File: src/rtl/mem_lsu.sv
`default_nettype none
// ============================================================================
// Module      : mem_lsu
// Description : Load/store unit between EX and WB. Accepts one EX result at a
//               time, performs an optional single-beat bus access with a
//               bounded ack wait, and returns the formatted result to WB.
// Revision    : 1.0 - initial release
// ============================================================================
module mem_lsu #(
    parameter int TIMEOUT = 255
) (
    input  logic        clk,
    input  logic        rst,
    // EX side
    input  logic        in_valid,
    output logic        in_ready,
    input  logic [31:0] alu_res,
    input  logic [31:0] rD2,
    input  logic        mem_re,
    input  logic        mem_we,
    input  logic [1:0]  mem_size,
    input  logic        mem_uns,
    input  logic [4:0]  rd_in,
    input  logic        rf_we_in,
    // Bus side
    output logic        bus_req,
    output logic        bus_we,
    output logic [31:0] bus_addr,
    output logic [31:0] bus_wdata,
    output logic [3:0]  bus_wstrb,
    input  logic [31:0] bus_rdata,
    input  logic        bus_ack,
    // WB side
    output logic        out_valid,
    output logic [31:0] out_data,
    output logic [4:0]  out_rd,
    output logic        out_rf_we,
    output logic        out_misalign,
    output logic        out_buserr
);

    localparam logic [7:0] c_TIMEOUT = 8'(TIMEOUT);

    typedef enum logic [1:0] {
        IDLE = 2'd0,
        BUS  = 2'd1,
        RESP = 2'd2
    } state_t;

    state_t      r_state;
    state_t      w_state_next;

    // Registered operation captured at accept
    logic [31:0] r_addr;
    logic        r_store;
    logic        r_load;
    logic [1:0]  r_size;
    logic        r_uns;
    logic [4:0]  r_rd;
    logic        r_rf_we;
    logic        r_misalign;
    logic        r_buserr;
    logic [31:0] r_rdata;
    logic [7:0]  r_wait_cnt;

    // Bus-side registers
    logic        r_bus_we;
    logic [31:0] r_bus_addr;
    logic [31:0] r_bus_wdata;
    logic [3:0]  r_bus_wstrb;

    // Result registers
    logic        r_out_valid;
    logic [31:0] r_out_data;
    logic [4:0]  r_out_rd;
    logic        r_out_rf_we;
    logic        r_out_misalign;
    logic        r_out_buserr;

    // Decode of the presented EX result
    logic        w_accept;
    logic        w_is_mem;
    logic        w_is_store;
    logic        w_is_load;
    logic        w_misalign;
    logic        w_go_bus;
    logic [3:0]  w_wstrb;
    logic [31:0] w_wdata;

    // Bus wait bookkeeping
    logic [7:0]  w_wait_inc;
    logic        w_timeout;

    // Response formatting
    logic [7:0]  w_load_byte;
    logic [15:0] w_load_half;
    logic [31:0] w_load_data;
    logic [31:0] w_resp_data;
    logic        w_resp_rf_we;

    assign w_accept   = in_valid & (r_state == IDLE);
    assign w_is_mem   = mem_re | mem_we;
    assign w_is_store = mem_we;
    assign w_is_load  = mem_re & ~mem_we;
    assign w_misalign = w_is_mem & (((mem_size == 2'b01) & alu_res[0]) |
                                    ((mem_size == 2'b10) & (alu_res[1:0] != 2'b00)) |
                                    (mem_size == 2'b11));
    assign w_go_bus   = w_is_mem & ~w_misalign;

    // An ack always wins over the timeout in the same cycle
    assign w_wait_inc = r_wait_cnt + 8'd1;
    assign w_timeout  = ~bus_ack & (w_wait_inc == c_TIMEOUT);

    // Byte lanes and write data replication for the presented access
    always_comb begin
        w_wstrb = 4'b0000;
        w_wdata = rD2;
        case (mem_size)
            2'b00: begin
                w_wstrb = 4'b0001 << alu_res[1:0];
                w_wdata = {4{rD2[7:0]}};
            end
            2'b01: begin
                w_wstrb = alu_res[1] ? 4'b1100 : 4'b0011;
                w_wdata = {2{rD2[15:0]}};
            end
            2'b10: begin
                w_wstrb = 4'b1111;
                w_wdata = rD2;
            end
            default: begin
                w_wstrb = 4'b0000;
                w_wdata = rD2;
            end
        endcase
        if (!w_is_store) begin
            w_wstrb = 4'b0000;
        end
    end

    // State register
    always_ff @(posedge clk or posedge rst) begin
        if (rst) begin
            r_state <= IDLE;
        end else begin
            r_state <= w_state_next;
        end
    end

    // Next-state logic and handshake outputs
    always_comb begin
        w_state_next = r_state;
        in_ready     = 1'b0;
        bus_req      = 1'b0;
        case (r_state)
            IDLE: begin
                in_ready = 1'b1;
                if (in_valid) begin
                    w_state_next = w_go_bus ? BUS : RESP;
                end
            end
            BUS: begin
                bus_req = 1'b1;
                if (bus_ack || w_timeout) begin
                    w_state_next = RESP;
                end
            end
            RESP: begin
                w_state_next = IDLE;
            end
            default: begin
                w_state_next = IDLE;
            end
        endcase
    end

    // Capture the operation and its bus image when the EX result is accepted
    always_ff @(posedge clk or posedge rst) begin
        if (rst) begin
            r_addr      <= 32'd0;
            r_store     <= 1'b0;
            r_load      <= 1'b0;
            r_size      <= 2'b00;
            r_uns       <= 1'b0;
            r_rd        <= 5'd0;
            r_rf_we     <= 1'b0;
            r_misalign  <= 1'b0;
            r_bus_we    <= 1'b0;
            r_bus_addr  <= 32'd0;
            r_bus_wdata <= 32'd0;
            r_bus_wstrb <= 4'b0000;
        end else if (w_accept) begin
            r_addr      <= alu_res;
            r_store     <= w_is_store;
            r_load      <= w_is_load;
            r_size      <= mem_size;
            r_uns       <= mem_uns;
            r_rd        <= rd_in;
            r_rf_we     <= rf_we_in;
            r_misalign  <= w_misalign;
            r_bus_we    <= w_is_store;
            r_bus_addr  <= {alu_res[31:2], 2'b00};
            r_bus_wdata <= w_wdata;
            r_bus_wstrb <= w_wstrb;
        end
    end

    // Wait counter, captured read data and bus error flag
    always_ff @(posedge clk or posedge rst) begin
        if (rst) begin
            r_wait_cnt <= 8'd0;
            r_rdata    <= 32'd0;
            r_buserr   <= 1'b0;
        end else if (w_accept) begin
            r_wait_cnt <= 8'd0;
            r_buserr   <= 1'b0;
        end else if (r_state == BUS) begin
            if (bus_ack) begin
                r_rdata <= bus_rdata;
            end else begin
                r_wait_cnt <= w_wait_inc;
                if (w_timeout) begin
                    r_buserr <= 1'b1;
                end
            end
        end
    end

    // Lane selection and extension of the captured read data
    always_comb begin
        w_load_byte = r_rdata[7:0];
        case (r_addr[1:0])
            2'd0:    w_load_byte = r_rdata[7:0];
            2'd1:    w_load_byte = r_rdata[15:8];
            2'd2:    w_load_byte = r_rdata[23:16];
            default: w_load_byte = r_rdata[31:24];
        endcase
        w_load_half = r_addr[1] ? r_rdata[31:16] : r_rdata[15:0];
        case (r_size)
            2'b00:   w_load_data = r_uns ? {24'd0, w_load_byte}
                                         : {{24{w_load_byte[7]}}, w_load_byte};
            2'b01:   w_load_data = r_uns ? {16'd0, w_load_half}
                                         : {{16{w_load_half[15]}}, w_load_half};
            2'b10:   w_load_data = r_rdata;
            default: w_load_data = 32'd0;
        endcase
    end

    // Writeback value: ALU result for pass-through, formatted read data for
    // a successful load, zero for everything else
    always_comb begin
        w_resp_data = 32'd0;
        if (!r_load && !r_store) begin
            w_resp_data = r_addr;
        end else if (r_load && !r_misalign && !r_buserr) begin
            w_resp_data = w_load_data;
        end
        w_resp_rf_we = r_rf_we & ~r_misalign & ~r_buserr & ~r_store;
    end

    // Result register: one-cycle out_valid pulse as the RESP state completes
    always_ff @(posedge clk or posedge rst) begin
        if (rst) begin
            r_out_valid    <= 1'b0;
            r_out_data     <= 32'd0;
            r_out_rd       <= 5'd0;
            r_out_rf_we    <= 1'b0;
            r_out_misalign <= 1'b0;
            r_out_buserr   <= 1'b0;
        end else if (r_state == RESP) begin
            r_out_valid    <= 1'b1;
            r_out_data     <= w_resp_data;
            r_out_rd       <= r_rd;
            r_out_rf_we    <= w_resp_rf_we;
            r_out_misalign <= r_misalign;
            r_out_buserr   <= r_buserr;
        end else begin
            r_out_valid    <= 1'b0;
            r_out_rf_we    <= 1'b0;
            r_out_misalign <= 1'b0;
            r_out_buserr   <= 1'b0;
        end
    end

    assign bus_we       = r_bus_we;
    assign bus_addr     = r_bus_addr;
    assign bus_wdata    = r_bus_wdata;
    assign bus_wstrb    = r_bus_wstrb;

    assign out_valid    = r_out_valid;
    assign out_data     = r_out_data;
    assign out_rd       = r_out_rd;
    assign out_rf_we    = r_out_rf_we;
    assign out_misalign = r_out_misalign;
    assign out_buserr   = r_out_buserr;

endmodule
`default_nettype wire
File: config.mk
export PLATFORM = sky130hd
export DESIGN_NAME = mem_lsu
export DESIGN_NICKNAME = d
export VERILOG_FILES = /design/src/rtl/mem_lsu.sv
export SDC_FILE = /design/constraint.sdc
export NUM_CORES = 1
export LEC_CHECK = 0
export ABC_AREA = 1
export BUFFER_PORTS_ARGS = -buffer_cell sky130_fd_sc_hd__buf_4
export CAP_MARGIN = 10
export CORE_MARGIN = 2
export CORE_UTILIZATION = 52
export CTS_CLUSTER_DIAMETER = 60
export DETAILED_ROUTE_END_ITERATION = 10
export GPL_TIMING_DRIVEN = 0
export HOLD_SLACK_MARGIN = 0.12
export PLACE_DENSITY = 0.9
export RECOVER_POWER = 50
export SLEW_MARGIN = 20
export SYNTH_ARGS = -nofsm -noshare
export SYNTH_HDL_FRONTEND = slang
export SYNTH_SLANG_ARGS = --single-unit
File: constraint.sdc
create_clock -name clk -period 6.4 [get_ports clk]
set_clock_uncertainty 0.2 [all_clocks]
set_input_delay 1.28 -clock clk [delete_from_list [all_inputs] [get_ports clk]]
set_output_delay 1.28 -clock clk [all_outputs]
set_load 0.02 [all_outputs]
==> results_dict.tcl <==
set metrics [dict create \
    synth_top_cell_area_share_pct 53.0 \
    ys_warn_count 0 \
    hpwl_mm 17.2 \
    synthMuxAreaShare_pct 4.51 \
    path_class "input port to asynchronous set/reset pin" \
    ys_seq_elements 164 \
    clk_path_buf_depth 2 \
    start_util_pct 53.3 \
    grt_max_degree 97 \
    hold_viol_final 0 \
    final_common_cell "nand2_1" \
    yosys.area_share.simple_pct 20.9 \
    synthAdderAreaFrac_pct 0.323 \
    drtIter0Drc 549 \
    first_pass_iters 5 \
    layout-drive-gt1-share_pct 30.9 \
    area_delta_synth_final_pct 32.6 \
    critical_path_arrival_ns 3.13 \
    grt_remaining_overflow 0 \
    clk_latency_ns 0.43 \
    power_w 0.00473 \
    synth.distinct_cells 32 \
    max_clock_freq_mhz 305 \
    ant_nets 0 \
    cts_tree "done" \
    synthFlopType "dfrtp_1" \
    rsz0062_at_grt "no" \
    htree_levels 4 \
    holdWs_ns 0.286 \
    critPathBufInv 2 \
    cap_violations 1 \
    fp.coreArea_um2 14500 \
    final.period_utilization_pct 51.2 \
    synth_area_um2 7750 \
    clk_pin_slew_ns 0.07 \
    fill_cells 1112 \
    p_leak_nw 5.20 \
    max_slew_margin_pct -101 \
    ys_top_cells_by_area "dfrtp_1, nand2_1, a21oi_1, mux2_2, o21ai_0" \
    synth_top_family_by_area "simple AND/OR/NAND/NOR gates" \
    peakVddDrop_v 0.000231 \
    wl_per_cell_um 17.1 \
    cp_max_fo 69 \
    setup_viol 0 \
    worst_slew_pin_slew_ns 3.00 \
    grt_pass1_wl_mm 36.8 \
    critical_path.top_delay_family "buffers and inverters" \
    tns_ns 0 \
    grtUsageTotal_pct 29.4 \
    die_h_um 126 \
    antennaDiodeCount 0 \
    status "finished, violations left" \
    critical_path.max_stage_delay_ns 1.68 \
    slew_violations 69 \
    postSynthAreaPerCell_um2 8.57 \
    most-common-layout-cells "nand2_1, buf_4, dfrtp_1" \
    root_buffer "clkbuf_16" \
    synth_edf_count 0 \
    synth_compound_area_share_pct 13.3 \
    drc_errors 0 \
    io_pins 223 \
    yosysTopAreaCell "dfrtp_1" \
    violations "max-capacitance violations, max-slew violations" \
    required_ns 6.25 \
    die-area_um2 15900 \
    r2r_setup_slack_ns 4.11 \
    vias 7261 \
    globalplace.congestion 0.939 \
    powerDensity_nw_per_um2 461 \
    grt_antenna_before_repair 0 \
    grt_pass1_vias 7379 \
    cts_setup_buffers 0 \
    path_cells "clkbuf_4 -> clkinvlp_2" \
    cts_sinks 164 \
    port-buffer-count 219 \
    synthXorXnorAreaFrac_pct 0 \
    endpoint_kind "asynchronous set/reset pin" \
    min_period_ns 3.28 \
    hold_buffers 0 \
    crit_slowest_cell "clkinvlp_2" \
    synth_cells 904 \
    drt-total-wl_mm 22.9 \
    cts_made_buffers 17 \
    viasPerCell 5.41 \
    fin_nets 1257 \
    async_flop_share_pct 100 \
    cp-start-kind "input port" \
    hold_path_class "flip-flop to flip-flop" \
    die_x_um 126 \
    ctsResizeCount 0 \
    num_rows 44 \
    ys_seq_area_share_pct 53.0 \
]
==> stage by stage <==
stage	setup slack (ns)	util, %	instances	cell area, um2
floorplan	0.487	-	905	7750
global placement	-1.18	66.2	1308	9620
detailed placement	3.49	66.5	1309	9660
CTS	3.67	70.9	1341	10300
global route	2.55	70.7	1341	10300
finish	3.12	70.7	1341	10300
==> path summary, 6_finish.rpt <==
kind / from / to / depth (start not counted)
max: rst / bus_wdata[7] / 2
min: r_rd[4] / out_rd[4] / 2
max reg2reg: r_state[1] / out_data[22] / 6
min reg2reg: r_rd[4] / out_rd[4] / 2
max in group clk: r_state[1] / bus_req / 4
min in group asynchronous: rst / out_rd[3] / 2
==> power breakdown <==
part | internal (W) | switching [W]
combinational | 0.000805 | 0.00107
sequential | 0.00142 | 0.000318
clock | 0.000697 | 0.000421
total | 0.00292 | 0.00181
==> cells by family after synthesis <==
logic type / count (synthesis)
AND/OR/NAND/NOR: 401
AO/OA/AOI/OAI: 186
flip-flops: 164
buffers and inverters: 119
multiplexers: 31
adder cells (fa/ha/maj): 2
other: 1
==> cell type report <==
cell class | instances | area, um2 | area share [%]
multi-input combinational | 622 | 3030 | 29.5
clock inverter | 11 | 200 | 1.95
buffer | 78 | 458 | 4.46
clock buffer | 21 | 440 | 4.29
timing repair buffer | 220 | 1660 | 16.2
inverter | 41 | 155 | 1.51
sequential | 164 | 4100 | 39.9
tap | 184 | 230 | 2.24
==> layer usage <==
| metal | wire length, um | GRT usage, % | share of wire (%) |
|---|---|---|---|
| met5 | 0 | 0 | 0 |
| met2 | 11800 | 51.4 | 51 |
| met3 | 1760 | 7.99 | 7.7 |
| met4 | 471 | 8.92 | 2.1 |
| met1 | 8900 | 35.5 | 39 |
==> synth_stat cells (all sizes together) (2+ instances only) <==
library cell,n
nor2,55
a31oi,3
a22oi,8
o21ai,67
inv,41
or2,8
nor3,3
buf,53
dfrtp,164
clkbuf,25
ha,2
nand4,2
o211ai,8
nand2,300
o22ai,5
nand3,33
a21oi,93
mux2,31
==> registers in the layout (all words and copies together) (netlist names) <==
signal / count
r_misalign: 1
out_rf_we: 1
bus_we: 1
r_wait_cnt: 8
r_addr: 32
r_rf_we: 1
r_size: 2
bus_wstrb: 4
out_valid: 1
r_rdata: 32
out_buserr: 1
r_rd: 5
out_data: 32
r_buserr: 1
bus_wdata: 32
r_load: 1
r_uns: 1
out_misalign: 1
out_rd: 5
r_state: 2
Power figures use the tool's default switching activity.
